===== src/rtl/timer_pkg.sv =====
// Shared timer-subsystem types: state encoding used by the countdown timer and the stopwatch.
package timer_pkg;

  typedef enum logic [1:0] {
    IDLE  = 2'd0,
    RUN   = 2'd1,
    PAUSE = 2'd2,
    DONE  = 2'd3
  } timer_state_t;

  localparam int unsigned TIMER_DEFAULT_WIDTH = 16;

  // Counting may only (re)start from a stopped, non-expired state
  function automatic logic can_start(timer_state_t s);
    return (s == IDLE) || (s == PAUSE);
  endfunction

endpackage


===== src/rtl/countdown_timer_if.sv =====
// Control/status bundle of the countdown timer; master drives controls, slave is the timer.
interface countdown_timer_if #(
  parameter int unsigned DATA_WIDTH = 16
);

  logic                  load;
  logic [DATA_WIDTH-1:0] load_value;
  logic                  start;
  logic                  stop;
  logic                  auto_reload;
  logic [DATA_WIDTH-1:0] count;
  logic                  running;
  logic                  done;
  logic                  expired;

  modport master (
    output load, load_value, start, stop, auto_reload,
    input  count, running, done, expired
  );

  modport slave (
    input  load, load_value, start, stop, auto_reload,
    output count, running, done, expired
  );

endinterface


===== src/rtl/tick_prescaler.sv =====
// Emits one tick every PRESCALE enabled cycles; the phase restarts whenever enable drops.
module tick_prescaler #(
  parameter int unsigned PRESCALE = 1
) (
  input  logic clk,
  input  logic reset,
  input  logic enable,
  output logic tick
);

  generate
    if (PRESCALE <= 1) begin : g_bypass
      // Every enabled cycle is a tick; no counter state needed
      logic unused_ctl;
      assign unused_ctl = clk ^ reset;
      assign tick       = enable;
    end else begin : g_count
      localparam int unsigned CNT_W = $clog2(PRESCALE);
      localparam logic [CNT_W-1:0] CNT_LAST = CNT_W'(PRESCALE - 1);

      logic [CNT_W-1:0] cnt_q;

      always_ff @(posedge clk) begin
        if (reset || !enable) begin
          cnt_q <= '0;
        end else if (cnt_q == CNT_LAST) begin
          cnt_q <= '0;
        end else begin
          cnt_q <= cnt_q + CNT_W'(1);
        end
      end

      assign tick = enable && (cnt_q == CNT_LAST);
    end
  endgenerate

endmodule


===== src/rtl/countdown_timer.sv =====
// Down-counting timer with prescaled decrement, pause/resume, expiry pulse and optional auto-reload.
module countdown_timer
  import timer_pkg::*;
#(
  parameter int unsigned DATA_WIDTH = TIMER_DEFAULT_WIDTH,
  parameter int unsigned PRESCALE   = 1
) (
  input  logic             clk,
  input  logic             reset,
  countdown_timer_if.slave bus
);

  localparam logic [DATA_WIDTH-1:0] ONE = DATA_WIDTH'(1);

  timer_state_t          state_q, state_next;
  logic [DATA_WIDTH-1:0] count_q, count_next;
  logic [DATA_WIDTH-1:0] reload_q, reload_next;
  logic                  expired_q, expired_next;
  logic                  running_q, running_next;
  logic                  done_q, done_next;
  logic                  tick;
  logic                  reload_ok;

  tick_prescaler #(
    .PRESCALE (PRESCALE)
  ) u_prescaler (
    .clk    (clk),
    .reset  (reset),
    .enable (state_q == RUN),
    .tick   (tick)
  );

  assign reload_ok = bus.auto_reload && (reload_q != '0);

  // State register plus all registered datapath/outputs
  always_ff @(posedge clk) begin
    if (reset) begin
      state_q   <= IDLE;
      count_q   <= '0;
      reload_q  <= '0;
      expired_q <= 1'b0;
      running_q <= 1'b0;
      done_q    <= 1'b0;
    end else begin
      state_q   <= state_next;
      count_q   <= count_next;
      reload_q  <= reload_next;
      expired_q <= expired_next;
      running_q <= running_next;
      done_q    <= done_next;
    end
  end

  // Next state: load > stop > start > tick; stop also masks start and tick
  always_comb begin
    state_next = state_q;
    if (bus.load) begin
      state_next = IDLE;
    end else if (bus.stop) begin
      if (state_q == RUN) state_next = PAUSE;
    end else begin
      if (bus.start && can_start(state_q) && (count_q != '0)) begin
        state_next = RUN;
      end
      if (tick && (count_q == ONE) && !reload_ok) begin
        state_next = DONE;
      end
    end
  end

  // Datapath and output next values
  always_comb begin
    count_next   = count_q;
    reload_next  = reload_q;
    expired_next = 1'b0;
    if (bus.load) begin
      count_next  = bus.load_value;
      reload_next = bus.load_value;
    end else if (!bus.stop && tick && (count_q != '0)) begin
      if (count_q == ONE) begin
        expired_next = 1'b1;
        count_next   = reload_ok ? reload_q : '0;
      end else begin
        count_next = count_q - ONE;
      end
    end
    running_next = (state_next == RUN);
    done_next    = (state_next == DONE);
  end

  assign bus.count   = count_q;
  assign bus.running = running_q;
  assign bus.done    = done_q;
  assign bus.expired = expired_q;

endmodule


===== src/flat_wrapper.sv =====
// flat-port wrapper written by rule: the top's interface ports become plain ports
module countdown_timer_flat import timer_pkg::*;
#(
  parameter int unsigned DATA_WIDTH = TIMER_DEFAULT_WIDTH,
  parameter int unsigned PRESCALE   = 1
)
  (clk, reset, bus_load, bus_load_value, bus_start, bus_stop, bus_auto_reload, bus_count, bus_running, bus_done, bus_expired);
  countdown_timer_if #(.DATA_WIDTH(DATA_WIDTH)) bus_i ();
  input  logic clk;
  input  logic reset;
  input wire logic [$bits(bus_i.load)-1:0] bus_load;
  input wire logic [$bits(bus_i.load_value)-1:0] bus_load_value;
  input wire logic [$bits(bus_i.start)-1:0] bus_start;
  input wire logic [$bits(bus_i.stop)-1:0] bus_stop;
  input wire logic [$bits(bus_i.auto_reload)-1:0] bus_auto_reload;
  output wire logic [$bits(bus_i.count)-1:0] bus_count;
  output wire logic [$bits(bus_i.running)-1:0] bus_running;
  output wire logic [$bits(bus_i.done)-1:0] bus_done;
  output wire logic [$bits(bus_i.expired)-1:0] bus_expired;
  assign bus_i.load = bus_load;
  assign bus_i.load_value = bus_load_value;
  assign bus_i.start = bus_start;
  assign bus_i.stop = bus_stop;
  assign bus_i.auto_reload = bus_auto_reload;
  assign bus_count = bus_i.count;
  assign bus_running = bus_i.running;
  assign bus_done = bus_i.done;
  assign bus_expired = bus_i.expired;
  countdown_timer #(.DATA_WIDTH(DATA_WIDTH), .PRESCALE(PRESCALE)) u_core (.clk(clk), .reset(reset), .bus(bus_i));
endmodule

===== config.mk =====
export PLATFORM = sky130hd
export DESIGN_NAME = countdown_timer_flat
export DESIGN_NICKNAME = d
export VERILOG_FILES = /design/src/rtl/timer_pkg.sv /design/src/rtl/countdown_timer_if.sv /design/src/rtl/tick_prescaler.sv /design/src/rtl/countdown_timer.sv /design/src/flat_wrapper.sv
export SDC_FILE = /design/constraint.sdc
export NUM_CORES = 1
export LEC_CHECK = 0
export ABC_AREA = 0
export ABC_CLOCK_PERIOD_IN_PS = 5100
export CAP_MARGIN = 15
export CORE_MARGIN = 8
export CORE_UTILIZATION = 55
export CTS_CLUSTER_SIZE = 40
export DETAILED_ROUTE_END_ITERATION = 16
export PLACE_DENSITY = 0.88
export SYNTH_ARGS = -nofsm -noshare
export SYNTH_HDL_FRONTEND = slang
export SYNTH_SLANG_ARGS = --single-unit

===== constraint.sdc =====
create_clock -name clk -period 5.1 [get_ports clk]
set_input_delay 1.02 -clock clk [delete_from_list [all_inputs] [get_ports clk]]
set_output_delay 1.02 -clock clk [all_outputs]
set_load 0.01 [all_outputs]

Yosys cells after proc, flatten, opt, wreduce, memory -nomap -nowiden --
Index checks and enable logic that the tools add are counted.
Operators by class: add/sub/neg operators 1, equal/unequal tests 5, multiplexer cells 10, bitwise gates (word level) 1, reductions and logical operators 15
Operators by type and width (number):
- $mux 16 | 4
- $reduce_bool 16->1 | 2
- $eq 16x1->1 const B | 1
- $sub 16x1->16 const B | 1
- $mux 2 | 5
- $logic_and 1x1->1 | 7
- $eq 2x1->1 const B | 2
- $eq 2x2->1 const B | 2
- $reduce_or 3->1 | 1
- $logic_not 1->1 | 2
- $logic_not 2->1 | 1
- $reduce_bool 2->1 | 1
- $logic_or 1x1->1 | 1
- $mux 1 | 1
- $not 1->1 | 1
Storage, ports and cells: register bits 37, input bits 22, output and inout bits 19, logic and storage cells 38

Depth between registers and ports, before layout --
depth after elaboration 9, depth in mapped cells 9

By module --
From an unflattened synthesis, not the netlist that was laid out.
Second synthesis, totals: cell total of the unflattened synthesis 272, area, all modules 2285.9 um^2
Modules (own cells, without submodules):
- countdown_timer | times used 1, cells an instance 271, area each 2278.4 um^2
- tick_prescaler | times used 1, cells an instance 1, area each 7.5 um^2

Least setup slack after synthesis --
No wires, ideal clock.
path type input port to flip-flop, start point in bus_auto_reload, end point reg u_core.count_q[15], in the netlist u_core.bus.count[15], data arrival time 2.200 ns, required time 5.014 ns, setup slack 2.813 ns, stages 5, path buffers 0, cells stage by stage inv_1 -> a41oi_1 -> a21oi_1 -> or4_1 -> a221oi_2
On the way: word-level cells in the longest chain between the ends 5
Ends and longest elaborated chain:
- from (decl) | RTL line flat_wrapper.sv:15 | input wire logic [$bits(bus_i.auto_reload)-1:0] bus_auto_reload;
- $logic_and 1x1->1 | RTL line countdown_timer.sv:33 | assign reload_ok = bus.auto_reload && (reload_q != '0);
- $mux 16 | RTL line countdown_timer.sv:82 | count_next = reload_ok ? reload_q : '0;
- $mux 16 | RTL line countdown_timer.sv:80 | if (count_q == ONE) begin
- $mux 16 | RTL line countdown_timer.sv:79 | end else if (!bus.stop && tick && (count_q != '0)) begin
- $mux 16 | RTL line countdown_timer.sv:76 | if (bus.load) begin
- to (signal assigned) | RTL line countdown_timer.sv:46 | count_q <= count_next;
- to (decl) | RTL line countdown_timer.sv:16 | logic [DATA_WIDTH-1:0] count_q, count_next;
No other way between the ends. The select of a mux whose other input is x is not followed. A chain may end at the register's enable or synchronous reset.

Worst setup path in the final report --
Ends and elaborated chain as after synthesis.

==> out/qor.yml <==
status: "finished, final reports clean"
synth_top_area_cell: "dfxtp_1"
cp-start-kind: "input port"
hp-class: "reg -> reg"
grt_pass1_wl_um: 9350
grt_antenna_before_repair: 0
clk_pin_slew_worst_paths_ns: 0.07
syn2layout_area_growth_pct: 23.0
worstPathMaxFanout: 8
fp.dieH_um: 77.7
rsz0062_at_grt: "false"
cap_violations: 0
initial_core_util: 0.571
layout-drive-gt1-share: 0.0623
synthTopCellsByArea: "dfxtp_1, a21oi_1, mux2i_1, nor2_1, nor4_1"
ios: 41
worstPathRequired_ns: 5.30
wl_per_cell_um: 17.2
num_rows: 22
grt_start_max_net_pins: 39
antenna_left: 0
clk_latency_ns: 0.30
multi_input_area_mm2: 0.00120
cts_setup_buffers: 0
finalHoldViolCount: 0
synthArstFlopShare: 0
vias: 2118
synth_area_mm2: 0.00209
ys_seq_area_frac: 0.354
fin_crit_sh: 0.584
cts_tree: "built"
drc_errors: 0
vias_per_cell: 6.28
io_buffers: 40
grt_pass1_vias: 1958
ys.flop_type: "dfxtp_1"
maxSlewHeadroom: 0.495
fillCellCount: 290
synthDominantCellAreaShare: 0.354
worst_pin_slew_ns: 0.756
worst-path-buf-inv: 2
p_leak_nw: 0.993
syn_area_per_cell_um2: 8.11
hpwl_um: 4140
syn_nets: 283
end_kind: "register"
htreeDepth: 2
setup_viol: 0
yosysWarnings: 0
crit_arrival_ns: 3.18
cp_top_family: "compound AO/OA/AOI/OAI gates"
clock-sinks: 37
setup_tns_ns: 0
die_x_um: 77.7
seq_area_um2: 741
max-clock-path-buffers: 2
cp_slowest_cell: "clkdlybuf4s50_1"
dr.pass1.iters: 5
fin_skew_ns: 0.00508
num_antenna_cells: 0
final_nets: 314
cts-root-buf: "clkbuf_8"
synth-seq-cells: 37
peakVddDrop_mv: 0.188
period_needed_ns: 2.98
die_area_mm2: 0.00603
cts_hold_buf: 0
synth_cells: 258
powerDensity_mw_per_mm2: 265
cts_resized: 0
crit_chain: "clkdlybuf4s50_1, inv_1, a41oi_1, a21oi_1, or4_1, a221oi_2"
path_class: "in -> reg"
fmax_mhz: 336
netlist-cell-type-count: 46
overflow: 0
place.gp.congestion: 0.885
slew_violations: 0
routed_wl_um: 5810
drtIter0Drc: 220
final_util: 0.703
cts_buffers: 5
synth-edff-count: 0
slowest_delay_ns: 0.63
grt_util_all_layers: 0.189
fp.coreArea_mm2: 0.00366
[sequential cells by signal, summed over array words and instances (netlist names)]
signal              count
u_core.reload_q        16
u_core.state_q          2
u_core.bus.expired      1
u_core.bus.done         1
u_core.bus.count       16
u_core.bus.running      1
[worst paths after layout]
check / startpoint / to / slack [ns] / cells after the start
worst min register to register: u_core.reload_q[4] / u_core.reload_q[4] / 0.49 / 2
worst max register to register: u_core.bus.count[1] / u_core.bus.count[3] / 2.40 / 8
worst max-delay path: bus_auto_reload / u_core.bus.count[15] / 2.12 / 6
worst min-delay path: u_core.reload_q[4] / u_core.reload_q[4] / 0.49 / 2
[cells in the final DEF (no fill, tap or decap), drive strengths merged, types with 2 or more instances in the layout]
cell type,count
o221ai,2
ha,3
dfxtp,37
a211oi,4
clkdlybuf4s50,40
inv,16
nor2,23
nor4,12
clkbuf,7
or4,7
a221oi,6
or3,5
nand3,3
nand4,2
a211o,2
and3,9
o31ai,6
o21ai,10
o211ai,3
a31oi,2
o32ai,3
mux2i,11
nor4b,2
nor3,6
buf,3
nand2,18
a21oi,30
nor2b,2
xnor2,4
[cells by family (layout without fill, tap and decap cells)]
kind of cell             Yosys count  after routing  synth area share
buffers and inverters             35             66            0.0712
flip-flops                        37             37             0.354
AND/OR/NAND/NOR                   93             93             0.248
XOR/XNOR                           5              5            0.0209
multiplexers                      11             11            0.0526
AO/OA/AOI/OAI                     74             74             0.235
adder cells (fa/ha/maj)            3              3            0.0179
[through the flow]
stage          instances  cell area, um^2  power, W  setup slack (ns)  hold WS, ns
2_1_floorplan        258             2090  0.000420              2.81        0.447
3_3_place_gp         330             2490  0.000472              1.97        0.466
3_5_place_dp         330             2490  0.000476              1.85        0.478
4_1_cts              337             2570  0.000678              2.17        0.489
5_1_grt              337             2570  0.000709              2.00        0.506
6_report             337             2570  0.000681              2.12        0.490
[layout make-up]
| cell class | count | share of cell area |
|---|---|---|
| clock buffers | 7 | 0.0336 |
| inverters | 16 | 0.0233 |
| multi-input cells | 186 | 0.467 |
| flip-flops and latches | 37 | 0.288 |
| well taps | 48 | 0.0233 |
| repair buffers | 43 | 0.164 |
[worst register-to-register path: stages (launching register included)]
cell      delay (ns)
dfxtp_1         0.38
inv_1           0.13
ha_1            0.16
or4b_1          0.52
nor4_2          0.54
buf_4           0.31
and3_1          0.21
o21ai_0         0.10
a221oi_1        0.25
[where the power goes]
| group | total [W] | internal, W | switching (W) | leakage [nW] |
|---|---|---|---|---|
| clock | 0.000208 | 0.000107 | 0.000101 | 0.0443 |
| sequential | 0.000329 | 0.000306 | 0.0000229 | 0.305 |
| combinational | 0.000145 | 0.0000698 | 0.0000748 | 0.643 |
[routing by layer]
metal | global-route usage | part of all wire
met1 | 0.236 | 0.43
met2 | 0.292 | 0.46
met3 | 0.0565 | 0.092
met4 | 0.0811 | 0.012
met5 | 0 | 0
[cell usage after synthesis, types with 2 or more instances]
cell	count
a211o_1	2
a211oi_1	4
a21oi_1	30
a221oi_1	3
a221oi_2	3
a31oi_1	2
and3_1	9
buf_1	4
buf_2	2
buf_6	2
clkbuf_1	11
dfxtp_1	37
ha_1	3
inv_1	16
mux2i_1	11
nand2_1	18
nand3_1	3
nand4_1	2
nor2_1	23
nor2b_1	2
nor3_1	6
nor4_1	11
o211ai_1	3
o21ai_0	9
o221ai_1	2
o31ai_1	6
o32ai_1	3
or3_1	5
or4_1	5
or4_4	2
xnor2_1	4
(Power assumes the default switching activity.)
